<file path="config.mk">
export PLATFORM = sky130hd
export DESIGN_NAME = pc_jump_unit
export DESIGN_NICKNAME = d
export VERILOG_FILES = /design/src/rtl/pc_pkg.sv /design/src/rtl/pc_jump_unit_table.sv /design/src/rtl/pc_jump_unit.sv
export SDC_FILE = /design/constraint.sdc
export NUM_CORES = 2
export LEC_CHECK = 0
export CORE_MARGIN = 3
export CORE_UTILIZATION = 45
export CTS_CLUSTER_SIZE = 30
export DETAILED_ROUTE_END_ITERATION = 6
export GPL_TIMING_DRIVEN = 0
export PLACE_DENSITY = 0.67
export SKIP_LAST_GASP = 1
export SLEW_MARGIN = 25
export SYNTH_ARGS = -nofsm -noshare
export SYNTH_HDL_FRONTEND = slang
export SYNTH_SLANG_ARGS = --single-unit
export TNS_END_PERCENT = 5
</file>
<file path="constraint.sdc">
create_clock -name clk -period 72.3 [get_ports clk]
set_clock_uncertainty 0.05 [all_clocks]
set_input_delay 10.845 -clock clk [delete_from_list [all_inputs] [get_ports clk]]
set_output_delay 10.845 -clock clk [all_outputs]
set_load 0.05 [all_outputs]
</file>
<file path="src/rtl/pc_pkg.sv">
// pc_pkg: definitions shared by the PC jump unit and its jump table.
//   jmp_mode_t      - encoding of the jmp_mode input (REL, ABS, CALL, RET)
//   SP_W            - width of the sp_depth output
//   default_entry() - reset image of the jump table, as a signed 32-bit value
//                     that callers truncate to the table data width
package pc_pkg;

  typedef enum logic [1:0] {
    REL  = 2'd0,
    ABS  = 2'd1,
    CALL = 2'd2,
    RET  = 2'd3
  } jmp_mode_t;

  localparam int SP_W = 5;

  // The first six entries reproduce the legacy fixed target decode. Every
  // other entry starts at zero. Truncating the signed value to D bits yields
  // the D-bit two's-complement offset.
  function automatic logic [31:0] default_entry(input int idx);
    case (idx)
      0:       default_entry = -32'sd5;
      1:       default_entry = 32'sd20;
      2:       default_entry = -32'sd1;
      3:       default_entry = -32'sd20;
      4:       default_entry = -32'sd3;
      5:       default_entry = 32'sd2;
      default: default_entry = 32'd0;
    endcase
  endfunction

endpackage

</file>
<file path="src/rtl/pc_jump_unit_table.sv">
// jump_table: 2^AW x D jump-offset / absolute-target table.
//   clk, reset : clock and asynchronous active-high reset; reset loads the
//                default image
//   we, waddr, wdata : one synchronous write port
//   raddr -> rdata   : combinational read port
// A read of the entry being written in the same cycle returns the old value,
// because the write only takes effect at the clock edge.
module jump_table
  import pc_pkg::*;
#(
  parameter int D  = 12,
  parameter int AW = 6
) (
  input  logic          clk,
  input  logic          reset,
  input  logic          we,
  input  logic [AW-1:0] waddr,
  input  logic [D-1:0]  wdata,
  input  logic [AW-1:0] raddr,
  output logic [D-1:0]  rdata
);

  localparam int DEPTH = 1 << AW;

  logic [D-1:0] mem_reg    [DEPTH];
  logic [D-1:0] init_image [DEPTH];

  genvar gi;
  generate
    for (gi = 0; gi < DEPTH; gi++) begin : g_init
      assign init_image[gi] = D'(default_entry(gi));
    end
  endgenerate

  // Reset restores the whole image, so the table is kept in registers rather
  // than in block RAM.
  always_ff @(posedge clk or posedge reset) begin
    if (reset) begin
      for (int i = 0; i < DEPTH; i++) begin
        mem_reg[i] <= init_image[i];
      end
    end else if (we) begin
      mem_reg[waddr] <= wdata;
    end
  end

  assign rdata = mem_reg[raddr];

endmodule

</file>
<file path="src/rtl/pc_jump_unit.sv">
// pc_jump_unit: program counter with a programmable jump table, relative and
// absolute jumps, and a small call/return stack.
//   clk, reset         : clock and asynchronous active-high reset
//   stall              : freezes pc, stack and error flag (table writes proceed)
//   jmp_en, jmp_mode   : jump request and its kind (REL/ABS/CALL/RET)
//   addr               : table index used by REL, ABS and CALL
//   lut_we/waddr/wdata : table write port
//   pc                 : registered program counter
//   sp_depth           : number of valid call-stack entries (0..SD)
//   stk_err            : sticky overflow/underflow flag
module pc_jump_unit
  import pc_pkg::*;
#(
  parameter int D  = 12,
  parameter int AW = 6,
  parameter int SD = 4
) (
  input  logic          clk,
  input  logic          reset,
  input  logic          stall,
  input  logic          jmp_en,
  input  logic [1:0]    jmp_mode,
  input  logic [AW-1:0] addr,
  input  logic          lut_we,
  input  logic [AW-1:0] lut_waddr,
  input  logic [D-1:0]  lut_wdata,
  output logic [D-1:0]  pc,
  output logic [4:0]    sp_depth,
  output logic          stk_err
);

  localparam logic [SP_W-1:0] SD_L = SP_W'(SD);

  logic [D-1:0]      pc_reg, pc_next;
  logic [SP_W-1:0]   sp_reg, sp_next;
  logic              err_reg, err_next;
  logic              push;
  logic [D-1:0]      stack_reg [SD];
  logic [D-1:0]      stack_top;
  logic [D-1:0]      table_data;
  logic [D-1:0]      pc_plus1;
  logic [D-1:0]      pc_rel;
  logic [SP_W-1:0]   sp_minus1;
  jmp_mode_t         mode;

  jump_table #(
    .D  (D),
    .AW (AW)
  ) u_table (
    .clk   (clk),
    .reset (reset),
    .we    (lut_we),
    .waddr (lut_waddr),
    .wdata (lut_wdata),
    .raddr (addr),
    .rdata (table_data)
  );

  assign mode      = jmp_mode_t'(jmp_mode);
  assign pc_plus1  = pc_reg + D'(1);
  // Unsigned D-bit addition of a two's-complement offset wraps in both
  // directions, which is exactly the modulo-2^D behaviour wanted.
  assign pc_rel    = pc_reg + table_data;
  assign sp_minus1 = sp_reg - SP_W'(1);

  // Top of stack lives at index sp-1. A compare-select avoids indexing the
  // SD-entry array with the wider depth counter.
  always_comb begin
    stack_top = '0;
    for (int i = 0; i < SD; i++) begin
      if (sp_minus1 == SP_W'(i)) begin
        stack_top = stack_reg[i];
      end
    end
  end

  always_comb begin
    pc_next  = pc_reg;
    sp_next  = sp_reg;
    err_next = err_reg;
    push     = 1'b0;
    if (!stall) begin
      if (jmp_en) begin
        case (mode)
          REL: pc_next = pc_rel;
          ABS: pc_next = table_data;
          CALL: begin
            // On overflow the return address is lost but the jump still happens.
            if (sp_reg < SD_L) begin
              push    = 1'b1;
              sp_next = sp_reg + SP_W'(1);
            end else begin
              err_next = 1'b1;
            end
            pc_next = pc_rel;
          end
          RET: begin
            if (sp_reg != '0) begin
              pc_next = stack_top;
              sp_next = sp_minus1;
            end else begin
              pc_next  = pc_plus1;
              err_next = 1'b1;
            end
          end
          default: pc_next = pc_plus1;
        endcase
      end else begin
        pc_next = pc_plus1;
      end
    end
  end

  always_ff @(posedge clk or posedge reset) begin
    if (reset) begin
      pc_reg  <= '0;
      sp_reg  <= '0;
      err_reg <= 1'b0;
    end else begin
      pc_reg  <= pc_next;
      sp_reg  <= sp_next;
      err_reg <= err_next;
    end
  end

  // Stack contents need no reset: only entries below sp_depth are ever read,
  // and popped entries are simply left behind.
  always_ff @(posedge clk) begin
    for (int i = 0; i < SD; i++) begin
      if (push && sp_reg == SP_W'(i)) begin
        stack_reg[i] <= pc_plus1;
      end
    end
  end

  assign pc       = pc_reg;
  assign sp_depth = sp_reg;
  assign stk_err  = err_reg;

endmodule

</file>
* After elaboration in Yosys (flattened, before gate mapping)
Memories as Yosys holds them, arrays and structs flattened.
Cells that the tools add are included.
** Operators by class
- Add/sub/neg operators :: 4
- Equal/unequal tests :: 13
- Muxes and demuxes :: 40
- $lt $le $gt $ge :: 4
- Bitwise logic cells :: 3
- Reduce and logical (&&, ||, !) cells :: 16
** Operators with widths (number)
- $bwmux W768 :: 1
- $mux W12 :: 12
- $bmux W12 S6 :: 1
- $demux W12 S6 :: 1
- $pmux W12 S3 :: 1
- $reduce_or A12 Y1 :: 3
- $eq A5 B2 Y1 const B :: 4
- $mux W1 :: 17
- $ge A7 B7 Y1 const B :: 2
- $not A6 Y7 :: 2
- $add A12 B1 Y12 const B :: 1
- $add A12 B12 Y12 :: 1
- $eq A5 B1 Y1 const B :: 2
- $logic_not A5 Y1 :: 2
- $mux W5 :: 2
- $pmux W5 S2 :: 1
- $reduce_and A5 Y1 :: 2
- $ne A2 B2 Y1 const B :: 4
- $lt A7 B1 Y1 const B :: 1
- $mux W2 :: 3
- $add A5 B1 Y5 const B :: 1
- $logic_and A1 B1 Y1 :: 5
- $lt A5 B3 Y1 const B :: 1
- $reduce_bool A5 Y1 :: 1
- 8 further kinds :: 9
** Storage, ports and cells
- Bits of input ports :: 31
- Bits in registers :: 786
- RAM bits :: 48
- Output and inout port bits :: 18
- Memories kept :: 1
** Memory list
- stack_reg :: depth 4, bits a word 12, rd ports 4, clocked after memory_dff 0, write ports 1, line pc_jump_unit.sv:38 : logic [D-1:0] stack_reg [SD];

* Logic depth before layout (Yosys ltp)
- Word-level depth :: 12
- Gate-level depth with buffers :: 20
- Mapped depth without buffers :: 16

* By module
From an unflattened synthesis, not the netlist that was laid out.
** Second synthesis, totals
- Cell total of the unflattened synthesis :: 2686
- Area, all modules :: 39300.2 sq um
** Modules (own cells, without submodules)
- jump_table :: area an instance 35287.6 sq um, seq. area each 19276.0 sq um, instances 1, cells an instance 2290
- pc_jump_unit :: area an instance 4012.6 sq um, seq. area each 1891.8 sq um, instances 1, cells an instance 396

* Least setup slack after synthesis
No wires, ideal clock.
- Path type :: in2reg
- From :: input addr[1]
- To :: register pc_reg[10] (netlist: pc[10])
- Stages :: 17
- Data arrival time :: 14732 ps
- Setup time :: 119 ps
- Setup slack :: 57399 ps
- Path buffers :: 4
- Path through :: buf_4 > buf_2 > buf_2 > buf_2 > mux4_2 > mux4_2 > mux4_2 > fa_1 > a21o_1 > a22o_1 > o21ai_0 > a21boi_0 > a21o_1 > a21oi_1 > xor2_1 > o21ai_1 > and2_1
** On the way
- Cells in the longest elaborated chain, start to end :: 7
** RTL lines
- start: declaration :: line pc_jump_unit.sv:23 : input logic [AW-1:0] addr,
- $not A6 Y7 (implied by the code) * :: line pc_jump_unit_table.sv:47 : assign rdata = mem_reg[raddr];
- $bmux W12 S6 * :: line pc_jump_unit_table.sv:47
- $mux W12 (implied by the code) * (2 in a row) :: line pc_jump_unit_table.sv:47
- $add A12 B12 Y12 :: line pc_jump_unit.sv:63 : assign pc_rel = pc_reg + table_data;
- $pmux W12 S3 * :: line pc_jump_unit.sv:84 : case (mode)
- $mux W12 * :: line pc_jump_unit.sv:83 : if (jmp_en) begin
- end signal: assignment :: line pc_jump_unit.sv:120 : pc_reg <= pc_next;
- end: declaration :: line pc_jump_unit.sv:34 : logic [D-1:0] pc_reg, pc_next;
Mark *: on every way between the ends. The rest lies on a longest branch, timed or not. The select of a mux whose other input is x is not followed.
A chain may end at the register's enable or synchronous reset.

* Worst setup path in the final report
- From :: input addr[2]
- To :: register pc_reg[10] (netlist: pc[10])
Same word-level chain as after synthesis.

==> impl_metrics.ini <==
[route]
vias = 24000
drc = 0
viasPerCell = 6.24
routed_wl_um = 119000
ant_nets = 0
first_pass_iters = 5
avgRoutedWirePerCell_um = 31.0
drtIter0Drc = 2346

[yosys]
synth_area_um2 = 38700
yosys-top-cells-area = dfrtp_1 (48%), mux2_2 (22%), mux4_2 (14%)
yosysTopAreaCell = dfrtp_1
ys_ff_latch = 834
synth_top_family_by_area = multiplexers
synth_flop_cell = dfrtp_1
postSynthAreaPerCell_um2 = 15.5
synth_xor_xnor_area_share_pct = 0.510
ys_types = 58
netlist.area_leader.share_pct = 47.8
ys_seq_area_share_pct = 54.6
synth_compound_area_share_pct = 2.05
ys_async_sr_fraction_pct = 94.2
netlist_top_cells_count = mux2_2 (770), dfrtp_1 (740), mux4_2 (242)
synthCells = 2499
yosys_warnings = 0
synth-edff-count = 48
syn_nets = 2549
synthSimpleGateAreaFrac_pct = 2.92
synth_most_common_cell = mux2_2
muxShareOfSynthArea_pct = 36.6
synthAdderAreaFrac_pct = 0.633

[clock_tree]
hold_buffers = 0
clk_path_buf_depth = 3
cts_buffers = 90
cts_resized = 0
postCtsSetupBuffers = 0
clk_pin_slew_ns = 0.06
htree_levels = 3
cts-root-buf = clkbuf_16
clkSinkCount = 834
worstSkewPairLatency_ns = 0.67
cts_tree = built

[global_route]
antenna_found_initial = 10
grt_max_degree = 108
grt_remaining_overflow = 0
grt_usage_pct = 26.7
grt_pass1_vias = 25000
grt_first_pass_wirelength_um = 174000

[setup_path]
crit_path_top_delay_cell = mux4_2
cpMostUsedCell = buf_2
cp_cell_sequence = clkdlybuf4s50_1, buf_2, buf_2, buf_4, buf_4, buf_2, mux4_2, ha_1, fa_1, a21o_1, a22o_1, o21ai_0, a21boi_0, a21o_1, a21oi_1, xor2_1, o21ai_1, and2_1
required_ns = 72.80
cpLargestDelayFamily = buffers and inverters
critPathMaxStageDelay_ns = 0.67
critical_path.startpoint_type = input port
critical_path_class = input port to flip-flop
worst-path-buf-inv = 6
worstPathArrival_ns = 16.54
endpoint_kind = flip-flop
path_max_fanout = 10

[power_and_ir_drop]
p_leak_nw = 19.6
ir_drop_v = 0.0000201
power.density_nw_per_um2 = 29.1

[floorplanning]
core_um2 = 84500
die_area_um2 = 89600
io_pins = 49
die_y_um = 299
die_w_um = 299
row_count = 106
start_util_pct = 45.8

[placed_design]
place_ws_ns = 55.64
hpwlAfterDp_um = 81900
gp_congestion = 0.926
io_buffers = 33

[cells_and_area]
largest_register_ffs = 768
nNetsFinal = 2685
layout-drive-gt1-share_pct = 48.5
num-fill-cells = 6861
final_util_pct = 52.1
area.growth.synth_to_final_pct = 13.7

[worst_hold_path]
hp-class = flip-flop to flip-flop

[timing]
timing_hold_violations_final = 0
max_clock_freq_mhz = 62.4
layout_min_cycle_time_ns = 16.03
rsz0062_at_grt = false
worst_slack_ns = 56.27
finalSetupViolCount = 0
tightest_slew_ns = 1.22
tns_ns = 0
drv_slew = 0
slew_headroom_pct = 18.8
min_period_over_period_pct = 22.2

[flow_run]
drv_cap = 0

[run_status]
status = finished, final reports clean
-- final timing paths --
kind                                     start                   end  slack [ns]  depth (start not counted)
setup / recovery                       addr[2]                pc[10]       56.27                         18
hold / removal                         stk_err               stk_err        0.42                          1
setup reg to reg           u_table.mem_reg[12]                pc[10]       67.71                         14
hold reg to reg                        stk_err               stk_err        0.42                          1
max in group asynchronous                reset  u_table.mem_reg[711]       59.82                          5
min in group asynchronous                reset  u_table.mem_reg[551]       10.50                          2
-- worst reg2reg max path: cells and delay by family (launching register included) --
family | cells | cell delay [ns]
compound gates | 7 | 1.32
xor+xnor | 1 | 0.22
fa+ha+maj | 2 | 0.76
flops | 1 | 0.38
mux | 3 | 1.61
simple gates | 1 | 0.15
-- per-stage QoR --
stage | instances | instance area [µm²] | hold slack [ns] | total power, mW
floorplan | 2499 | 38700 | 0.424 | 0.722
global placement | 3666 | 40500 | 0.401 | 0.779
detailed placement | 3676 | 40800 | 0.406 | 0.792
CTS | 3845 | 44000 | 0.420 | 1.28
global route | 3847 | 44000 | 0.455 | 1.33
finish | 3847 | 44000 | 0.419 | 1.28
-- cell type report --
| type | count | area [µm²] | area share (%) |
|---|---|---|---|
| Buffer | 225 | 1020 | 2.31 |
| Antenna cell | 1 | 2.50 | 0.00568 |
| Timing Repair Buffer | 44 | 592 | 1.34 |
| Inverter | 11 | 48.8 | 0.111 |
| Sequential cell | 834 | 21200 | 48.1 |
| Clock buffer | 129 | 2620 | 5.95 |
| Multi-Input combinational cell | 1429 | 16600 | 37.6 |
| Clock inverter | 40 | 588 | 1.34 |
| Tap cell | 1134 | 1420 | 3.22 |
-- kinds of logic after synthesis --
family / after synthesis
buffers and inverters: 236
and+or+nand+nor: 246
adders and majority gates: 19
xor gates and xnor gates: 21
AOI/OAI and AO/OA: 124
DFF: 834
muxes: 1019
-- metal layers --
| layer | vias to the layer above | global-route usage, % | routed length (µm) |
|---|---|---|---|
| li1 | 9597 | - | - |
| met1 | 13100 | 36.5 | 48700 |
| met2 | 1025 | 42.6 | 56600 |
| met3 | 233 | 6.03 | 9970 |
| met4 | 6 | 8.75 | 4010 |
| met5 | - | 0 | 45 |
-- cell usage in the layout, fill, tap and decap left out, types with 5 or more instances in the layout --
| cell type | count |
|---|---|
| a211oi_1 | 5 |
| buf_16 | 8 |
| mux2i_1 | 7 |
| a22oi_1 | 12 |
| and3_1 | 7 |
| edfxtp_1 | 48 |
| xor2_1 | 10 |
| nand3_1 | 22 |
| clkinvlp_4 | 5 |
| clkinv_2 | 14 |
| ha_1 | 18 |
| buf_1 | 16 |
| nor2b_1 | 6 |
| o21ai_0 | 25 |
| dfstp_2 | 46 |
| o31ai_1 | 6 |
| mux4_2 | 242 |
| bufinv_16 | 11 |
| nor2_1 | 77 |
| nor3_1 | 17 |
| dfrtp_1 | 740 |
| buf_2 | 31 |
| buf_6 | 9 |
| clkdlybuf4s50_1 | 33 |
| clkbuf_1 | 141 |
| a221oi_1 | 8 |
| inv_1 | 8 |
| clkbuf_16 | 91 |
| mux2_2 | 770 |
| clkbuf_2 | 41 |
| nand2_1 | 77 |
| nand2b_1 | 8 |
| a21oi_1 | 37 |
| and2_1 | 7 |
| clkbuf_8 | 20 |
| xnor2_1 | 10 |
| o211ai_1 | 5 |
| buf_4 | 6 |
-- power by group --
group          total, mW  internal [mW]  leakage (nW)  switching, mW
clock network      0.495          0.294          1.57          0.200
registers          0.574          0.537          10.7         0.0373
logic              0.213          0.105          7.32          0.108
total               1.28          0.936          19.6          0.345
Note: power is estimated with default switching activity, not from simulation.
